[src/rtl/mem_if_pkg.sv]
// Shared memory-interface definitions for the L2 cache and its backing store:
// default geometry, the block type and the responder state encoding.
package mem_if_pkg;

  localparam int PKG_DATA_WIDTH  = 8;
  localparam int PKG_ADDR_WIDTH  = 4;
  localparam int PKG_BLOCK_SIZE  = 4;
  localparam int PKG_OFFSET_BITS = $clog2(PKG_BLOCK_SIZE);

  typedef logic [PKG_BLOCK_SIZE-1:0][PKG_DATA_WIDTH-1:0] block_t;

  typedef enum logic [1:0] {
    IDLE,
    BUSY,
    RESP,
    DONE
  } mem_state_t;

endpackage

[src/rtl/mem_block_array.sv]
// Block-wide storage for the backing memory: one synchronous write port and
// one synchronous read port. Contents survive reset.
module mem_block_array
  import mem_if_pkg::*;
#(
  parameter int DATA_WIDTH = PKG_DATA_WIDTH,
  parameter int BLOCK_SIZE = PKG_BLOCK_SIZE,
  parameter int IDX_W      = PKG_ADDR_WIDTH - PKG_OFFSET_BITS
) (
  input  logic                                  clk,
  input  logic                                  wr_en,
  input  logic [IDX_W-1:0]                      wr_idx,
  input  logic [BLOCK_SIZE-1:0][DATA_WIDTH-1:0] wr_data,
  input  logic                                  rd_en,
  input  logic [IDX_W-1:0]                      rd_idx,
  output logic [BLOCK_SIZE-1:0][DATA_WIDTH-1:0] rd_data
);

  localparam int NUM_BLOCKS = 2 ** IDX_W;

  logic [BLOCK_SIZE-1:0][DATA_WIDTH-1:0] mem [NUM_BLOCKS];

  // Write a whole block when the responder performs a write access.
  always_ff @(posedge clk) begin
    if (wr_en) begin
      mem[wr_idx] <= wr_data;
    end
  end

  // Capture a whole block on a read access; hold it otherwise.
  always_ff @(posedge clk) begin
    if (rd_en) begin
      rd_data <= mem[rd_idx];
    end
  end

endmodule

[src/rtl/main_memory_resp.sv]
// Backing-store responder below the L2: accepts one block read or write at a
// time, answers after LATENCY edges with a one-cycle mem_ready pulse, and waits
// for the request to be released before accepting the next one.
module main_memory_resp
  import mem_if_pkg::*;
#(
  parameter int DATA_WIDTH = PKG_DATA_WIDTH,
  parameter int ADDR_WIDTH = PKG_ADDR_WIDTH,
  parameter int BLOCK_SIZE = PKG_BLOCK_SIZE,
  parameter int LATENCY    = 3
) (
  input  logic                                  clk,
  input  logic                                  rst_n,
  input  logic [ADDR_WIDTH-1:0]                 mem_addr,
  input  logic [BLOCK_SIZE-1:0][DATA_WIDTH-1:0] mem_data_in,
  input  logic                                  mem_read,
  input  logic                                  mem_write,
  output logic [BLOCK_SIZE-1:0][DATA_WIDTH-1:0] mem_data_block,
  output logic                                  mem_ready,
  output logic                                  protocol_err,
  output logic [15:0]                           rd_count,
  output logic [15:0]                           wr_count
);

  localparam int OFFSET_BITS = $clog2(BLOCK_SIZE);
  localparam int IDX_W       = ADDR_WIDTH - OFFSET_BITS;
  localparam int CNT_W       = (LATENCY > 1) ? $clog2(LATENCY) : 1;

  function automatic logic [15:0] sat_inc(input logic [15:0] v);
    return (v == 16'hFFFF) ? v : v + 16'd1;
  endfunction

  mem_state_t                            state;
  logic [CNT_W-1:0]                      cnt;
  logic [IDX_W-1:0]                      req_idx;
  logic [BLOCK_SIZE-1:0][DATA_WIDTH-1:0] req_data;
  logic                                  req_write;
  logic                                  data_valid;
  logic                                  access;
  logic                                  accept;
  logic [BLOCK_SIZE-1:0][DATA_WIDTH-1:0] rd_data;
  logic                                  unused_offset_bits;

  // Word-offset bits never select anything: requests are block granular.
  assign unused_offset_bits = ^mem_addr[OFFSET_BITS-1:0];

  assign accept = (state == IDLE) && (mem_read || mem_write);

  // The access edge is gated by rst_n so a reset aborts the pending write.
  assign access = rst_n && (state == BUSY) && (cnt == '0);

  // Read data reads as zero from reset until the first completed read.
  assign mem_data_block = data_valid ? rd_data : '0;

  // Snapshot the request at acceptance; later input changes are ignored.
  always_ff @(posedge clk) begin
    if (accept) begin
      req_idx   <= mem_addr[ADDR_WIDTH-1:OFFSET_BITS];
      req_data  <= mem_data_in;
      req_write <= mem_write;
    end
  end

  // Request sequencing, latency countdown, completion pulse and statistics.
  always_ff @(posedge clk) begin
    if (!rst_n) begin
      state        <= IDLE;
      cnt          <= '0;
      mem_ready    <= 1'b0;
      protocol_err <= 1'b0;
      rd_count     <= 16'd0;
      wr_count     <= 16'd0;
      data_valid   <= 1'b0;
    end else begin
      mem_ready <= 1'b0;
      case (state)
        IDLE: begin
          if (accept) begin
            cnt   <= CNT_W'(LATENCY - 1);
            state <= BUSY;
            if (mem_read && mem_write) begin
              protocol_err <= 1'b1;
            end
          end
        end
        BUSY: begin
          if (cnt == '0) begin
            mem_ready <= 1'b1;
            state     <= RESP;
            if (!req_write) begin
              data_valid <= 1'b1;
            end
          end else begin
            cnt <= cnt - 1'b1;
          end
        end
        RESP: begin
          if (req_write) begin
            wr_count <= sat_inc(wr_count);
          end else begin
            rd_count <= sat_inc(rd_count);
          end
          state <= DONE;
        end
        DONE: begin
          // A request still held from the last transaction must not be re-served.
          if (!mem_read && !mem_write) begin
            state <= IDLE;
          end
        end
        default: state <= IDLE;
      endcase
    end
  end

  mem_block_array #(
    .DATA_WIDTH (DATA_WIDTH),
    .BLOCK_SIZE (BLOCK_SIZE),
    .IDX_W      (IDX_W)
  ) u_array (
    .clk     (clk),
    .wr_en   (access && req_write),
    .wr_idx  (req_idx),
    .wr_data (req_data),
    .rd_en   (access && !req_write),
    .rd_idx  (req_idx),
    .rd_data (rd_data)
  );

endmodule

[config.mk]
export PLATFORM = sky130hd
export DESIGN_NAME = main_memory_resp
export DESIGN_NICKNAME = d
export VERILOG_FILES = /design/src/rtl/mem_if_pkg.sv /design/src/rtl/mem_block_array.sv /design/src/rtl/main_memory_resp.sv
export SDC_FILE = /design/constraint.sdc
export NUM_CORES = 1
export LEC_CHECK = 0
export CAP_MARGIN = 20
export CORE_MARGIN = 1.5
export CORE_UTILIZATION = 34
export DETAILED_ROUTE_END_ITERATION = 10
export SLEW_MARGIN = 25
export SYNTH_ARGS = -nofsm -noshare
export SYNTH_HDL_FRONTEND = slang
export SYNTH_SLANG_ARGS = --single-unit
[constraint.sdc]
create_clock -name clk -period 11.7 [get_ports clk]
set_clock_uncertainty 0.1 [all_clocks]
set_input_delay 1.755 -clock clk [delete_from_list [all_inputs] [get_ports clk]]
set_output_delay 1.755 -clock clk [all_outputs]
set_load 0.05 [all_outputs]
==> tab_implementation.tex <==
\begin{tabular}{lr}
\hline
Metric & Value \\
\hline
\multicolumn{2}{l}{\textbf{Outcome}} \\
\quad Result of the run & complete, no violations \\
\multicolumn{2}{l}{\textbf{Floorplanning}} \\
\quad Die W & 165 µm \\
\quad Top Ports & 106 \\
\quad Floorplan die area & 27200 µm² \\
\quad Total core area & 25900 µm² \\
\quad Placement row count & 59 \\
\quad Initial Utilization & 34.4\% \\
\quad Die H & 165 µm \\
\multicolumn{2}{l}{\textbf{STA}} \\
\quad Transition time at the pin with the least slew margin & 0.989 ns \\
\quad Number of pins exceeding their max-slew limit in the final report & 0 \\
\quad Share of the clock period used by the worst path after layout & 36.0\% \\
\quad Time the worst path needs with I/O delays and setup & 4.21 ns \\
\quad Peak clock frequency supported by timing & 0.238 GHz \\
\quad Number of hold violations in the final report & 0 \\
\quad Total of endpoints with negative setup slack in the final report & 0 \\
\quad TNS Setup & 0 ns \\
\quad Unrepaired setup endpoints after global routing & no \\
\quad Relative max-transition margin & 34.1\% \\
\multicolumn{2}{l}{\textbf{Layout}} \\
\quad Filler Cells Inserted & 2284 \\
\quad Commonest non-fill, non-tap cell in the layout & sky130\_fd\_sc\_hd\_\_edfxtp\_1 \\
\quad Final design instance area without fill & 11100 µm² \\
\quad Number of nets in the final layout & 683 \\
\quad Highest-count cells in the layout ignoring fill and taps & 195 x sky130\_fd\_sc\_hd\_\_edfxtp\_1, 103 x sky130\_fd\_sc\_hd\_\_clkdlybuf4s50\_1, 39 x sky130\_fd\_sc\_hd\_\_dfxtp\_1, 34 x sky130\_fd\_sc\_hd\_\_and2\_1, 32 x sky130\_fd\_sc\_hd\_\_mux4\_2 \\
\quad Sequential Area & 6640 µm² \\
\quad Diodes inserted & 0 \\
\quad Area of combinational cells with multiple inputs & 2140 µm² \\
\quad Non-filler instance count after layout & 990 \\
\quad Fraction of final layout cells with drive strength greater than 1 & 14.5\% \\
\quad Area grow syn2layout & 25.1\% \\
\quad Final standard cell utilization of the core & 43.0\% \\
\multicolumn{2}{l}{\textbf{Global route}} \\
\quad Maximum number of pins on one net before global-route repair & 36 \\
\quad Met3 track utilization from global routing & 2.64\% \\
\quad First-pass GRT wire length & 27300 µm \\
\quad Met1 demand-to-capacity share in global routing & 17.2\% \\
\quad Overflow left after global routing & 0 \\
\quad Overall routing resource usage & 13.1\% \\
\quad Via count of the first global-routing pass & 4937 \\
\quad Met2 layer usage reported by global route & 22.3\% \\
\quad Antenna violations before repair & 0 \\
\quad Layer with the highest usage after global routing & met2 \\
\multicolumn{2}{l}{\textbf{Place}} \\
\quad Detail Placement HPWL & 10500 µm \\
\quad Port-buffer cells & 103 \\
\quad Placed cell count & 944 \\
\quad Post-placement cell area & 10400 µm² \\
\quad Weighted congestion at the end of routability-driven global placement & 0.793 \\
\multicolumn{2}{l}{\textbf{Detailed routing}} \\
\quad Number of vias in the routed layout & 4856 \\
\quad Detailed-route wire length per cell & 17.7 µm \\
\quad Number of DRC markers in iteration 0 & 389 \\
\quad Detailed Route WL & 17500 µm \\
\quad Length of the first detailed-routing pass in iterations & 4 \\
\quad DRC violation count after routing & 0 \\
\quad Number of nets with antenna violations after detailed routing & 0 \\
\quad Number of vias per cell & 4.91 \\
\multicolumn{2}{l}{\textbf{CTS}} \\
\quad Number of clock sinks seen by CTS & 234 \\
\quad Clk\_lat worst skew & 0.51 ns \\
\quad Number of gates resized after cts & 0 \\
\quad Number of buffers on the longest clock path & 3 \\
\quad Hold\_buf cts & 0 \\
\quad Number of post-CTS setup repair buffers & 0 \\
\quad Master cell of the clock root buffer & sky130\_fd\_sc\_hd\_\_clkbuf\_16 \\
\quad CTS tree & done \\
\quad Clock slew at the register clock pins of the worst setup and hold paths & 0.06 ns \\
\quad Number of buffers created by CTS & 25 \\
\quad Number of H-tree branching levels & 1 \\
\multicolumn{2}{l}{\textbf{Power and ir drop}} \\
\quad Power consumption & 2170 µW \\
\quad Worst supply voltage drop on vdd & 0.0912 mV \\
\quad Leakage component of the power & 0.00355 µW \\
\quad Power density over the cells & 195 nW/µm² \\
\multicolumn{2}{l}{\textbf{Logic synthesis}} \\
\quad Unique masters post-synth & 41 \\
\quad Post-synth net total & 565 \\
\quad Seq/Total Area, Yosys & 74.5\% \\
\quad Register bit total from synthesis & 234 \\
\quad Share of synthesized flip-flops with an asynchronous set or reset & 0\% \\
\quad Synthesized instance count & 518 \\
\quad Total standard cell area after synthesis & 8910 µm² \\
\quad Average cell area after synthesis & 17.2 µm² \\
\quad Most common flop cell mapped by yosys & sky130\_fd\_sc\_hd\_\_edfxtp\_1 \\
\quad Number of enable-type register cells in the synthesized netlist & 195 \\
\quad Warnings, synthesis & 0 \\
\multicolumn{2}{l}{\textbf{Critical path}} \\
\quad Kind of critical path & flop to output pin \\
\quad CP max FO & 24 \\
\quad Depth of the worst register-to-register path & 6 \\
\quad Required time reported for the critical path endpoint & 9.85 ns \\
\quad Sort of element at the end of the critical path & output pin \\
\quad Setup slack of the most critical reg-to-reg path & 9.17 ns \\
\quad Type of origin of the critical path & flop \\
\quad Critical path capture point & mem\_data\_block[27] \\
\quad Worst EP arrival & 2.35 ns \\
\quad Launching instance or port of the critical path & data\_valid\$\_SDFFE\_PN0P\_ \\
\quad Startpoint of the worst-slack reg-to-reg timing path & state[0]\$\_SDFFE\_PN0P\_ \\
\quad End of the worst register-to-register path & rd\_count[13]\$\_SDFFE\_PN0P\_ \\
\multicolumn{2}{l}{\textbf{Run}} \\
\quad Max-cap violations & 0 \\
\multicolumn{2}{l}{\textbf{Worst hold path}} \\
\quad Worst Hold Class & flop to flop \\
\hline
\end{tabular}
==> worst max-delay path, cell delays in order, from the launching register on <==
cell and delay, ns:
sky130_fd_sc_hd__dfxtp_1 0.48, sky130_fd_sc_hd__buf_4 0.34, sky130_fd_sc_hd__and2_1 0.21, sky130_fd_sc_hd__clkdlybuf4s50_1 0.82
==> worst min path at each step <==
stage / startpoint / cells past startpoint / slack, ns / end
after floorplan: req_data[0]$_DFFE_PP_ / 0 / 0.36 / u_array.mem[0][0]$_DFFE_PP_
after global placement: req_data[5]$_DFFE_PP_ / 0 / 0.37 / u_array.mem[0][5]$_DFFE_PP_
after detailed placement: protocol_err$_SDFFE_PN0P_ / 2 / 0.37 / protocol_err$_SDFFE_PN0P_
after CTS: protocol_err$_SDFFE_PN0P_ / 2 / 0.38 / protocol_err$_SDFFE_PN0P_
after global routing: req_data[27]$_DFFE_PP_ / 0 / 0.40 / u_array.mem[0][27]$_DFFE_PP_
final: protocol_err$_SDFFE_PN0P_ / 2 / 0.39 / protocol_err$_SDFFE_PN0P_
==> synth_stat cells, types with 4 or more instances <==
cell type                  count  share of area [%]
sky130_fd_sc_hd__ha_1          7               0.98
sky130_fd_sc_hd__or4_1        11               0.93
sky130_fd_sc_hd__nand2b_1     10               0.70
sky130_fd_sc_hd__dfxtp_1      39                8.8
sky130_fd_sc_hd__buf_2         7               0.39
sky130_fd_sc_hd__mux2i_1      11                1.2
sky130_fd_sc_hd__nand4_1      10               0.70
sky130_fd_sc_hd__nand2_1      23               0.97
sky130_fd_sc_hd__nor4_1        6               0.42
sky130_fd_sc_hd__nor3_1        5               0.28
sky130_fd_sc_hd__nand3_1       9               0.51
sky130_fd_sc_hd__and2_1       35                2.5
sky130_fd_sc_hd__mux4_2       32                8.1
sky130_fd_sc_hd__inv_1        13               0.55
sky130_fd_sc_hd__or3_1         6               0.42
sky130_fd_sc_hd__a21oi_1      25                1.4
sky130_fd_sc_hd__edfxtp_1    195                 66
sky130_fd_sc_hd__o31ai_1      16                1.3
sky130_fd_sc_hd__o21ai_0       7               0.39
sky130_fd_sc_hd__clkbuf_1     11               0.46
sky130_fd_sc_hd__and4_1        4               0.39
sky130_fd_sc_hd__nor2_1        9               0.38
==> sequential cells by signal, summed over array words and instances (netlist names), 2 cells and up <==
| register | flops |
|---|---|
| req_idx | 2 |
| state | 2 |
| u_array.mem | 128 |
| wr_count | 16 |
| cnt | 2 |
| req_data | 32 |
| u_array.rd_data | 32 |
| rd_count | 16 |
==> per-layer routing <==
metal	vias to the layer above	wire length (µm)
met2	123	8680
li1	2285	-
met1	2412	7720
met5	-	0
met3	36	822
met4	0	310
==> report_power, final <==
group	leakage (µW)	total [µW]	internal (µW)	switching, µW
Sequential	0.00210	1080	1030	51.1
Clock	0.000389	759	442	317
Combinational	0.00107	332	128	204
==> area by class of cell <==
cell class / instances / area share, %
multi-input cells: 248 / 19.2
inverters: 14 / 0.471
clock inverters: 12 / 0.842
well taps: 335 / 3.76
repair buffers: 113 / 9.92
clock buffers: 34 / 6.28
flip-flops and latches: 234 / 59.5
==> through the flow <==
step | hold WS, ns | worst slack, ns
6_report | 0.385 | 7.49
5_1_grt | 0.400 | 7.33
4_1_cts | 0.382 | 7.38
3_5_place_dp | 0.366 | 7.02
3_3_place_gp | 0.366 | 7.09
2_1_floorplan | 0.359 | 6.71
==> logic make-up after synthesis <==
logic type               count (synthesis)  synth area share [%]
buffers and inverters                   36                  1.78
multiplexers                            43                  9.33
flip-flops                             234                  74.5
AO/OA/AOI/OAI                           58                  4.05
adder cells (fa/ha/maj)                  7                 0.983
AND/OR/NAND/NOR                        140                  9.37
Power figures use the tool's default switching activity.
